**config.mk**
```make
export PLATFORM = sky130hd
export DESIGN_NAME = reg_file
export DESIGN_NICKNAME = d
export VERILOG_FILES = /design/src/rtl/reg_file_pkg.sv /design/src/rtl/reg_file_read_port.sv /design/src/rtl/reg_file.sv
export SDC_FILE = /design/constraint.sdc
export NUM_CORES = 2
export LEC_CHECK = 0
export ABC_CLOCK_PERIOD_IN_PS = 5100
export CAP_MARGIN = 20
export CORE_MARGIN = 2
export CORE_UTILIZATION = 30
export CTS_CLUSTER_DIAMETER = 80
export DETAILED_ROUTE_END_ITERATION = 10
export HOLD_SLACK_MARGIN = 0.12
export PLACE_DENSITY = 0.51
export SETUP_SLACK_MARGIN = 0.3
export SLEW_MARGIN = 20
export SYNTH_ARGS = -nofsm -noshare
export SYNTH_HDL_FRONTEND = slang
export SYNTH_SLANG_ARGS = --single-unit
```
**constraint.sdc**
```tcl
create_clock -name clk_in -period 5.1 [get_ports clk_in]
set_input_delay 1.275 -clock clk_in [delete_from_list [all_inputs] [get_ports clk_in]]
set_output_delay 1.275 -clock clk_in [all_outputs]
set_load 0.05 [all_outputs]
```
**src/rtl/reg_file_pkg.sv**
```systemverilog
// Shared constants for the architectural register file: ROB tag width, register count, zero-register index.
package reg_file_pkg;

    localparam int DEF_ROB_WIDTH_BIT = 5;
    localparam int DEF_REG_NUM_BIT   = 5;
    localparam int REG_NUM           = 1 << DEF_REG_NUM_BIT;
    localparam int XLEN              = 32;
    localparam logic [DEF_REG_NUM_BIT-1:0] ZERO_REG = 5'd0;

    // True for any register that can hold state (everything except x0).
    function automatic logic is_arch_reg(input logic [DEF_REG_NUM_BIT-1:0] id);
        return (id != ZERO_REG);
    endfunction

endpackage

```
**src/rtl/reg_file_read_port.sv**
```systemverilog
// One source-operand resolver (module reg_read_port): zero reg, committed value, or ROB forward.
// Optional same-cycle commit bypass under REGFILE_BYPASS_EN.
module reg_read_port
    import reg_file_pkg::*;
#(
    parameter int ROB_WIDTH_BIT = DEF_ROB_WIDTH_BIT
) (
    input  logic [DEF_REG_NUM_BIT-1:0] rs_id,
    input  logic                       reg_busy,
    input  logic [XLEN-1:0]            reg_value,
    input  logic [ROB_WIDTH_BIT-1:0]   reg_tag,
    input  logic                       rob_ready,
    input  logic [XLEN-1:0]            rob_val,
`ifdef REGFILE_BYPASS_EN
    input  logic                       clear_flag,
    input  logic [DEF_REG_NUM_BIT-1:0] cmt_reg_id,
    input  logic [XLEN-1:0]            cmt_val,
    input  logic [ROB_WIDTH_BIT-1:0]   cmt_rob_id,
`endif
    output logic                       ready,
    output logic [XLEN-1:0]            val,
    output logic [ROB_WIDTH_BIT-1:0]   tag,
    output logic [ROB_WIDTH_BIT-1:0]   rob_id
);

    logic                     ready_s;
    logic [XLEN-1:0]          val_s;
    logic [ROB_WIDTH_BIT-1:0] tag_s;

    // Tag of an idle register is held at zero, so the query id is the raw tag.
    assign rob_id = reg_tag;
    assign ready  = ready_s;
    assign val    = val_s;
    assign tag    = tag_s;

    // Operand resolution: zero register, then committed value, then ROB answer.
    always_comb begin
        ready_s = 1'b1;
        val_s   = 32'h0000_0000;
        tag_s   = '0;
        if (!is_arch_reg(rs_id)) begin
            ready_s = 1'b1;
        end else if (!reg_busy) begin
            val_s = reg_value;
        end else begin
            ready_s = rob_ready;
            val_s   = rob_ready ? rob_val : 32'h0000_0000;
            tag_s   = reg_tag;
        end
`ifdef REGFILE_BYPASS_EN
        if (is_arch_reg(rs_id) && (rs_id == cmt_reg_id) && !clear_flag &&
            (!reg_busy || (reg_tag == cmt_rob_id))) begin
            ready_s = 1'b1;
            val_s   = cmt_val;
            tag_s   = '0;
        end else begin
            ready_s = ready_s;
        end
`endif
    end

endmodule

```
**src/rtl/reg_file.sv**
```systemverilog
// Architectural register file with ROB rename tags; flush > rename > commit on each ready edge.
// Optional same-cycle commit-to-read bypass when REGFILE_BYPASS_EN is defined.
module reg_file
    import reg_file_pkg::*;
#(
    parameter int ROB_WIDTH_BIT = DEF_ROB_WIDTH_BIT,
    parameter int REG_NUM_BIT   = DEF_REG_NUM_BIT
) (
    input  logic                     clk_in,
    input  logic                     rst_in,
    input  logic                     rdy_in,
    input  logic                     clear_flag,
    input  logic [REG_NUM_BIT-1:0]   cmt_reg_id,
    input  logic [XLEN-1:0]          cmt_val,
    input  logic [ROB_WIDTH_BIT-1:0] cmt_rob_id,
    input  logic [REG_NUM_BIT-1:0]   ren_reg_id,
    input  logic [ROB_WIDTH_BIT-1:0] ren_rob_id,
    input  logic [REG_NUM_BIT-1:0]   dec_rs1_id,
    input  logic [REG_NUM_BIT-1:0]   dec_rs2_id,
    output logic                     dec_rs1_ready,
    output logic                     dec_rs2_ready,
    output logic [XLEN-1:0]          dec_rs1_val,
    output logic [XLEN-1:0]          dec_rs2_val,
    output logic [ROB_WIDTH_BIT-1:0] dec_rs1_tag,
    output logic [ROB_WIDTH_BIT-1:0] dec_rs2_tag,
    output logic [ROB_WIDTH_BIT-1:0] rob_rs1_id,
    output logic [ROB_WIDTH_BIT-1:0] rob_rs2_id,
    input  logic                     rob_rs1_ready,
    input  logic                     rob_rs2_ready,
    input  logic [XLEN-1:0]          rob_rs1_val,
    input  logic [XLEN-1:0]          rob_rs2_val
);

    localparam int NREG = 1 << REG_NUM_BIT;

    logic [XLEN-1:0]          value_r [NREG];
    logic [ROB_WIDTH_BIT-1:0] tag_r   [NREG];
    logic [NREG-1:0]          busy_r;

    // Register state update; x0 is never touched after reset.
    always_ff @(posedge clk_in or negedge rst_in) begin
        if (!rst_in) begin
            busy_r <= '0;
            for (int i = 0; i < NREG; i++) begin
                value_r[i] <= 32'h0000_0000;
                tag_r[i]   <= '0;
            end
        end else if (rdy_in) begin
            if (clear_flag) begin
                busy_r <= '0;
                for (int i = 0; i < NREG; i++) begin
                    tag_r[i] <= '0;
                end
            end else begin
                for (int i = 1; i < NREG; i++) begin
                    if (cmt_reg_id == REG_NUM_BIT'(i)) begin
                        value_r[i] <= cmt_val;
                        // Only the producer currently mapped may release the register.
                        if (busy_r[i] && (tag_r[i] == cmt_rob_id)) begin
                            busy_r[i] <= 1'b0;
                            tag_r[i]  <= '0;
                        end
                    end
                    if (ren_reg_id == REG_NUM_BIT'(i)) begin
                        busy_r[i] <= 1'b1;
                        tag_r[i]  <= ren_rob_id;
                    end
                end
            end
        end
    end

    reg_read_port #(.ROB_WIDTH_BIT(ROB_WIDTH_BIT)) u_rs1 (
        .rs_id      (dec_rs1_id),
        .reg_busy   (busy_r[dec_rs1_id]),
        .reg_value  (value_r[dec_rs1_id]),
        .reg_tag    (tag_r[dec_rs1_id]),
        .rob_ready  (rob_rs1_ready),
        .rob_val    (rob_rs1_val),
`ifdef REGFILE_BYPASS_EN
        .clear_flag (clear_flag),
        .cmt_reg_id (cmt_reg_id),
        .cmt_val    (cmt_val),
        .cmt_rob_id (cmt_rob_id),
`endif
        .ready      (dec_rs1_ready),
        .val        (dec_rs1_val),
        .tag        (dec_rs1_tag),
        .rob_id     (rob_rs1_id)
    );

    reg_read_port #(.ROB_WIDTH_BIT(ROB_WIDTH_BIT)) u_rs2 (
        .rs_id      (dec_rs2_id),
        .reg_busy   (busy_r[dec_rs2_id]),
        .reg_value  (value_r[dec_rs2_id]),
        .reg_tag    (tag_r[dec_rs2_id]),
        .rob_ready  (rob_rs2_ready),
        .rob_val    (rob_rs2_val),
`ifdef REGFILE_BYPASS_EN
        .clear_flag (clear_flag),
        .cmt_reg_id (cmt_reg_id),
        .cmt_val    (cmt_val),
        .cmt_rob_id (cmt_rob_id),
`endif
        .ready      (dec_rs2_ready),
        .val        (dec_rs2_val),
        .tag        (dec_rs2_tag),
        .rob_id     (rob_rs2_id)
    );

endmodule
```
# Word-level counts from Yosys, hierarchy flattened
# Cells that the tools add are included.
[op_classes]
n_addsub = 0
multipliers = 0
div = 0
order_cmp = 4
eq_ne = 93
n_shift = 0
mux = 218
bitwise_logic = 3
n_reduce_logical = 157
[op_table]
columns = ["operator", "n"]
rows = [
  ["$mux W5", 101],
  ["$bmux W32 S5", 2],
  ["$mux W32", 10],
  ["$reduce_and A3 Y1", 62],
  ["$reduce_bool A3 Y1", 62],
  ["$eq A5 B5 Y1 const B", 32],
  ["$eq A5 B5 Y1", 31],
  ["$mux W155", 1],
  ["$mux W1", 99],
  ["$eq A5 B4 Y1 const B", 16],
  ["$bmux W5 S5", 2],
  ["$eq A5 B3 Y1 const B", 8],
  ["$logic_and A1 B1 Y1", 31],
  ["$mux W31", 1],
  ["$eq A5 B2 Y1 const B", 4],
  ["$ge A6 B6 Y1 const B", 2],
  ["$lt A5 B6 Y1 const B", 2],
  ["$not A5 Y6", 2],
  ["$bmux W1 S5", 2],
  ["$eq A5 B1 Y1 const B", 2],
  ["$reduce_bool A5 Y1", 2],
  ["$not A1 Y1", 1],
]
[totals]
ff_bits = 1178
latchBits = 0
ramBits = 0
rom_bits = 0
in_bits = 132
out_inout_bits = 86
memories = 0

# Longest topological paths before layout
[depth]
word_depth = 6
ltp_mapped = 12
mapped_depth_nobuf = 5

# Hierarchy
# Synthesis repeated with hierarchy kept, for this count alone.
[unflattened]
cells_unflattened = 5027
hier_area_um2 = 66921.7
[modules_own_cells]
columns = ["mod", "instances", "cells_each", "area_per_inst_um2", "seq_area_each_um2"]
rows = [
  ["reg_file", 1, 4757, 65160.0, 29478.3],
  ["reg_read_port", 2, 135, 880.8, 0.0],
]

# Worst setup path before layout
# OpenSTA, ideal clock, no wires.
[synth_path]
kind = "input to output"
from = "in dec_rs1_id[0]"
to = "out dec_rs1_val[11]"
t_arrival_ns = 3.766
required_ns = 3.825
setup_slack_ns = 0.059
cell_stages = 8
path_buffers = 3
path_cell_list = "buf_2 > mux4_2 > mux2i_1 > o22ai_1 > a31oi_1 > buf_2 > buf_2 > mux2i_1"
[synth_via]
elab_chain_cells = 6
[synth_rtl]
columns = ["element", "line", "rtl"]
rows = [
  ["start, declared", "reg_file.sv:18", "input logic [REG_NUM_BIT-1:0] dec_rs1_id,"],
  ["$not A5 Y6 (implied by the code)", "reg_file.sv:76", ".reg_value (value_r[dec_rs1_id]),"],
  ["$bmux W32 S5", "reg_file.sv:76", ""],
  ["$mux W32 (implied by the code) (2 in a row)", "reg_file.sv:76", ""],
  ["$mux W32", "reg_file_read_port.sv:43", "end else if (!reg_busy) begin"],
  ["$mux W32 *", "reg_file_read_port.sv:41", "if (!is_arch_reg(rs_id)) begin"],
  ["end, declared", "reg_file.sv:22", "output logic [XLEN-1:0] dec_rs1_val,"],
]
# Mark *: on every way between the ends. The rest lies on a longest branch, timed or not. The select of a mux whose other input is x is not followed.

# Final worst setup path
[layout_path]
from = "in dec_rs2_id[0]"
to = "out dec_rs2_tag[4]"
[layout_via]
elab_chain_cells = 6
[layout_rtl]
columns = ["element", "line", "rtl"]
rows = [
  ["start, declared", "reg_file.sv:19", "input logic [REG_NUM_BIT-1:0] dec_rs2_id,"],
  ["$not A5 Y6 (implied by the code)", "reg_file.sv:96", ".reg_tag (tag_r[dec_rs2_id]),"],
  ["$bmux W5 S5", "reg_file.sv:96", ""],
  ["$mux W5 (implied by the code) (2 in a row)", "reg_file.sv:96", ""],
  ["$mux W5", "reg_file_read_port.sv:43", ""],
  ["$mux W5 *", "reg_file_read_port.sv:41", ""],
  ["end, declared", "reg_file.sv:25", "output logic [ROB_WIDTH_BIT-1:0] dec_rs2_tag,"],
]
# Marks and branches as above.

==> impl_results.md <==
- Number of violations of the max-capacitance limit: 0
- Placed wire-length estimate: 148 mm
- Sw power: 7720 uW
- Worst setup slack after placement: -0.377 ns
- Global placer's final weighted congestion: 0.872
- Maximum number of pins on one net before global-route repair: 111
- GRT overflow: 0
- Commonest cells after routing, fill and taps aside: dfrtp_1 (1178), mux2_2 (1057), mux4_2 (519), buf_4 (259), mux2i_1 (221)
- Number of global-route vias before repair: 47307
- Finished Cell Area: 81700 sq um
- Count of non-filler cells in the finished layout: 8042
- Initial antenna violation count: 19
- Transition time of the tightest slew-check pin: 1.09 ns
- Pleak: 0.0359 uW
- Routed via count divided by cell count: 5.70
- Most common cell after layout, fill and taps aside: dfrtp_1
- Power density normalized to cell area: 335 nW/um^2
- Root cell of the clock tree: clkbuf_16
- Max-slew violation total from the final report: 0
- Yosys warning total: 32
- Via Count: 45852
- Clock tree from TritonCTS: yes
- Fraction of registers with async set or reset after synthesis: 1.00
- Cts bufs inserted: 142
- Post-layout worst setup margin: 0.273 ns
- Clk slew on worst S/H paths: 0.06 ns
- Netlist area before placement: 66300 sq um
- Kind of capture point of the worst setup path: output pin
- Total core area: 220000 sq um
- Instance area after placement: 74900 sq um
- Insertion delay of the later-clocked pin in the worst-skew pair: 0.82 ns
- Average routed wire per standard cell: 30.9 um
- Area leader, netlist: dfrtp_1
- Synth top area cells: dfrtp_1 (44%), mux2_2 (18%), mux4_2 (18%), mux2i_1 (4.3%), a22o_1 (2.2%)
- Worst slew margin relative to its limit: 0.274
- Fraction of post-synthesis cell area in the top cell type by area: 0.444
- Count of flip-flops with a built-in enable after synthesis: 0
- Final routed wirelength across all metal layers: 249 mm
- Critical path peak fanout: 15
- Share of power burned in combinational logic: 0.198
- Final Cycle Share: 0.947
- Total of endpoints with negative setup slack in the final report: 0
- Syn Nets: 4854
- Part of the power in the clock network: 0.390
- Largest buffer count on any clock path: 3
- Share of final-layout standard cells stronger than drive strength 1: 0.488
- Area of the die: 225000 sq um
- Crit Path Class: primary input to output pin
- Proportion of synthesized chip area in sequential cells: 0.444
- Cell count after synthesis: 4722
- Number of buffer cells added on primary ports: 217
- Max Clk Rate: 207 MHz
- Instance count after placement with tap cells included: 7714
- Netlist cell types: 48
- Post-synthesis to final-layout area growth: 23.2%
- Power consumption: 27400 uW
- Unrepaired setup endpoints after global routing: yes
- FF+latch count, synth: 1178
- Hold Vio Cnt, Final: 0
- Required arrival time at the worst endpoint: 3.83 ns
- Min Tclk post-route: 4.83 ns
- Horizontal extent of the die: 474 um
- Internal power consumption: 19700 uW
- Global-route wire length before repair: 353 mm
- Height of the chip: 474 um
- Switching portion of total power: 0.282
- Post-route ant nets: 0
- Number of rows in the core area: 172
- Largest voltage drop on the vdd net: 279 uV
- Synthesized area divided by synthesized cell count: 14.0 sq um
- Status: finished clean
- Initial Utilization: 0.302
- Top-level port count: 218
- 1st-pass router iterations: 5
- H-tree depth reported by CTS: 4
- WP data arrival: 3.55 ns
- Overall track demand over capacity in global routing: 0.216
- Most used flip-flop cell after synthesis: dfrtp_1
- Count of clock tree sinks: 1178
- Crit path launch type: primary input
- HP Class: register to register
- Total DRC errors in the routed layout: 0
- Setup tns final: 0 ns
- Starting DRC count in detailed routing: 4374
- Portion of total power attributed to sequential cells: 0.412
- Layout net count: 5097
- Final Skew: 0.0444 ns
## cell families after synthesis
family,Yosys count,synth area share
flip-flops,1178,0.444
buffers and inverters,503,0.0328
AND/OR/NAND/NOR,483,0.0366
XOR/XNOR,155,0.0205
AO/OA/AOI/OAI,512,0.0619
multiplexers,1891,0.404
## state kept, by name, indices dropped and copies added (netlist names)
| signal | flops |
|---|---|
| value_r | 992 |
| tag_r | 155 |
| busy_r | 31 |
## power groups by stage
| stage | Sequential, uW | Clock [uW] | Combinational (uW) |
|---|---|---|---|
| global route | 11400 | 11300 | 5770 |
| floorplan | 11100 | 0 | 3440 |
| detailed placement | 11400 | 0 | 5190 |
| global placement | 11300 | 0 | 5120 |
| finish | 11300 | 10700 | 5430 |
| CTS | 11200 | 10900 | 5310 |
## stage by stage
step	util	hold WS, ns
after global placement	0.341	0.501
after floorplan	-	0.476
after detailed placement	0.341	0.510
after global routing	0.372	0.534
after CTS	0.367	0.522
final	0.372	0.523
## Yosys cell counts (all sizes together), types with 4 or more instances
cell type	count
dfrtp	1178
mux2	1089
mux4	519
clkbuf	301
mux2i	283
buf	200
a22o	166
nor2b	122
nand2	111
nor2	98
xnor2	78
xor2	77
a221oi	64
o32ai	64
o21ai	51
nand3	42
a21o	38
nor3	35
o22ai	33
a22oi	20
o211a	20
nor4	19
nand4	16
o31ai	14
a211oi	12
o41ai	12
and2	11
a31oi	10
nand2b	8
nand3b	7
or4	5
a41oi	4
## final timing paths
| path | startpoint | end | slack [ns] | cells after the start |
|---|---|---|---|---|
| max in group asynchronous | rst_in | value_r[664] | 3.30 | 2 |
| min | value_r[625] | value_r[625] | 0.52 | 1 |
| max reg2reg | tag_r[8] | tag_r[8] | 2.90 | 5 |
| min in group asynchronous | rst_in | value_r[433] | 0.56 | 1 |
| min reg2reg | value_r[625] | value_r[625] | 0.52 | 1 |
| max | dec_rs2_id[0] | dec_rs2_tag[4] | 0.27 | 8 |
## layer usage
layer / vias up / routed length [um] / GRT usage / share of wire
met1: 24829 / 107000 / 0.294 / 0.43
met2: 1763 / 114000 / 0.342 / 0.46
met3: 433 / 17800 / 0.0459 / 0.071
met5: - / 111 / 0 / 0.00045
met4: 18 / 9930 / 0.0740 / 0.040
li1: 18809 / - / - / -
## worst max-delay path: stages
cell and delay, ns:
buf_16 0.15, buf_16 0.20, buf_4 0.14, mux4_2 0.55, mux4_2 0.51, mux2_2 0.35
and2_1 0.21, buf_12 0.15
## what timing repair did
| item | CTS | global route |
|---|---|---|
| hold buffers | 0 | 0 |
| gates resized for setup | 73 | 103 |
| buffers inserted | 12 | 31 |
| cloned | 10 | 12 |
| pin swaps | 5 | 9 |
| endpoints found under the setup margin | 69 | 68 |
## final cells by class
type	instances	area [sq um]
inverters	2	7.51
diodes	6	15.0
clock buffers	205	4140
multi-input cells	3041	36000
well taps	2958	3700
repair buffers	600	7620
flip-flops and latches	1178	29500
fillers	20823	138000
clock inverters	52	772
Power figures use the tool's default switching activity.
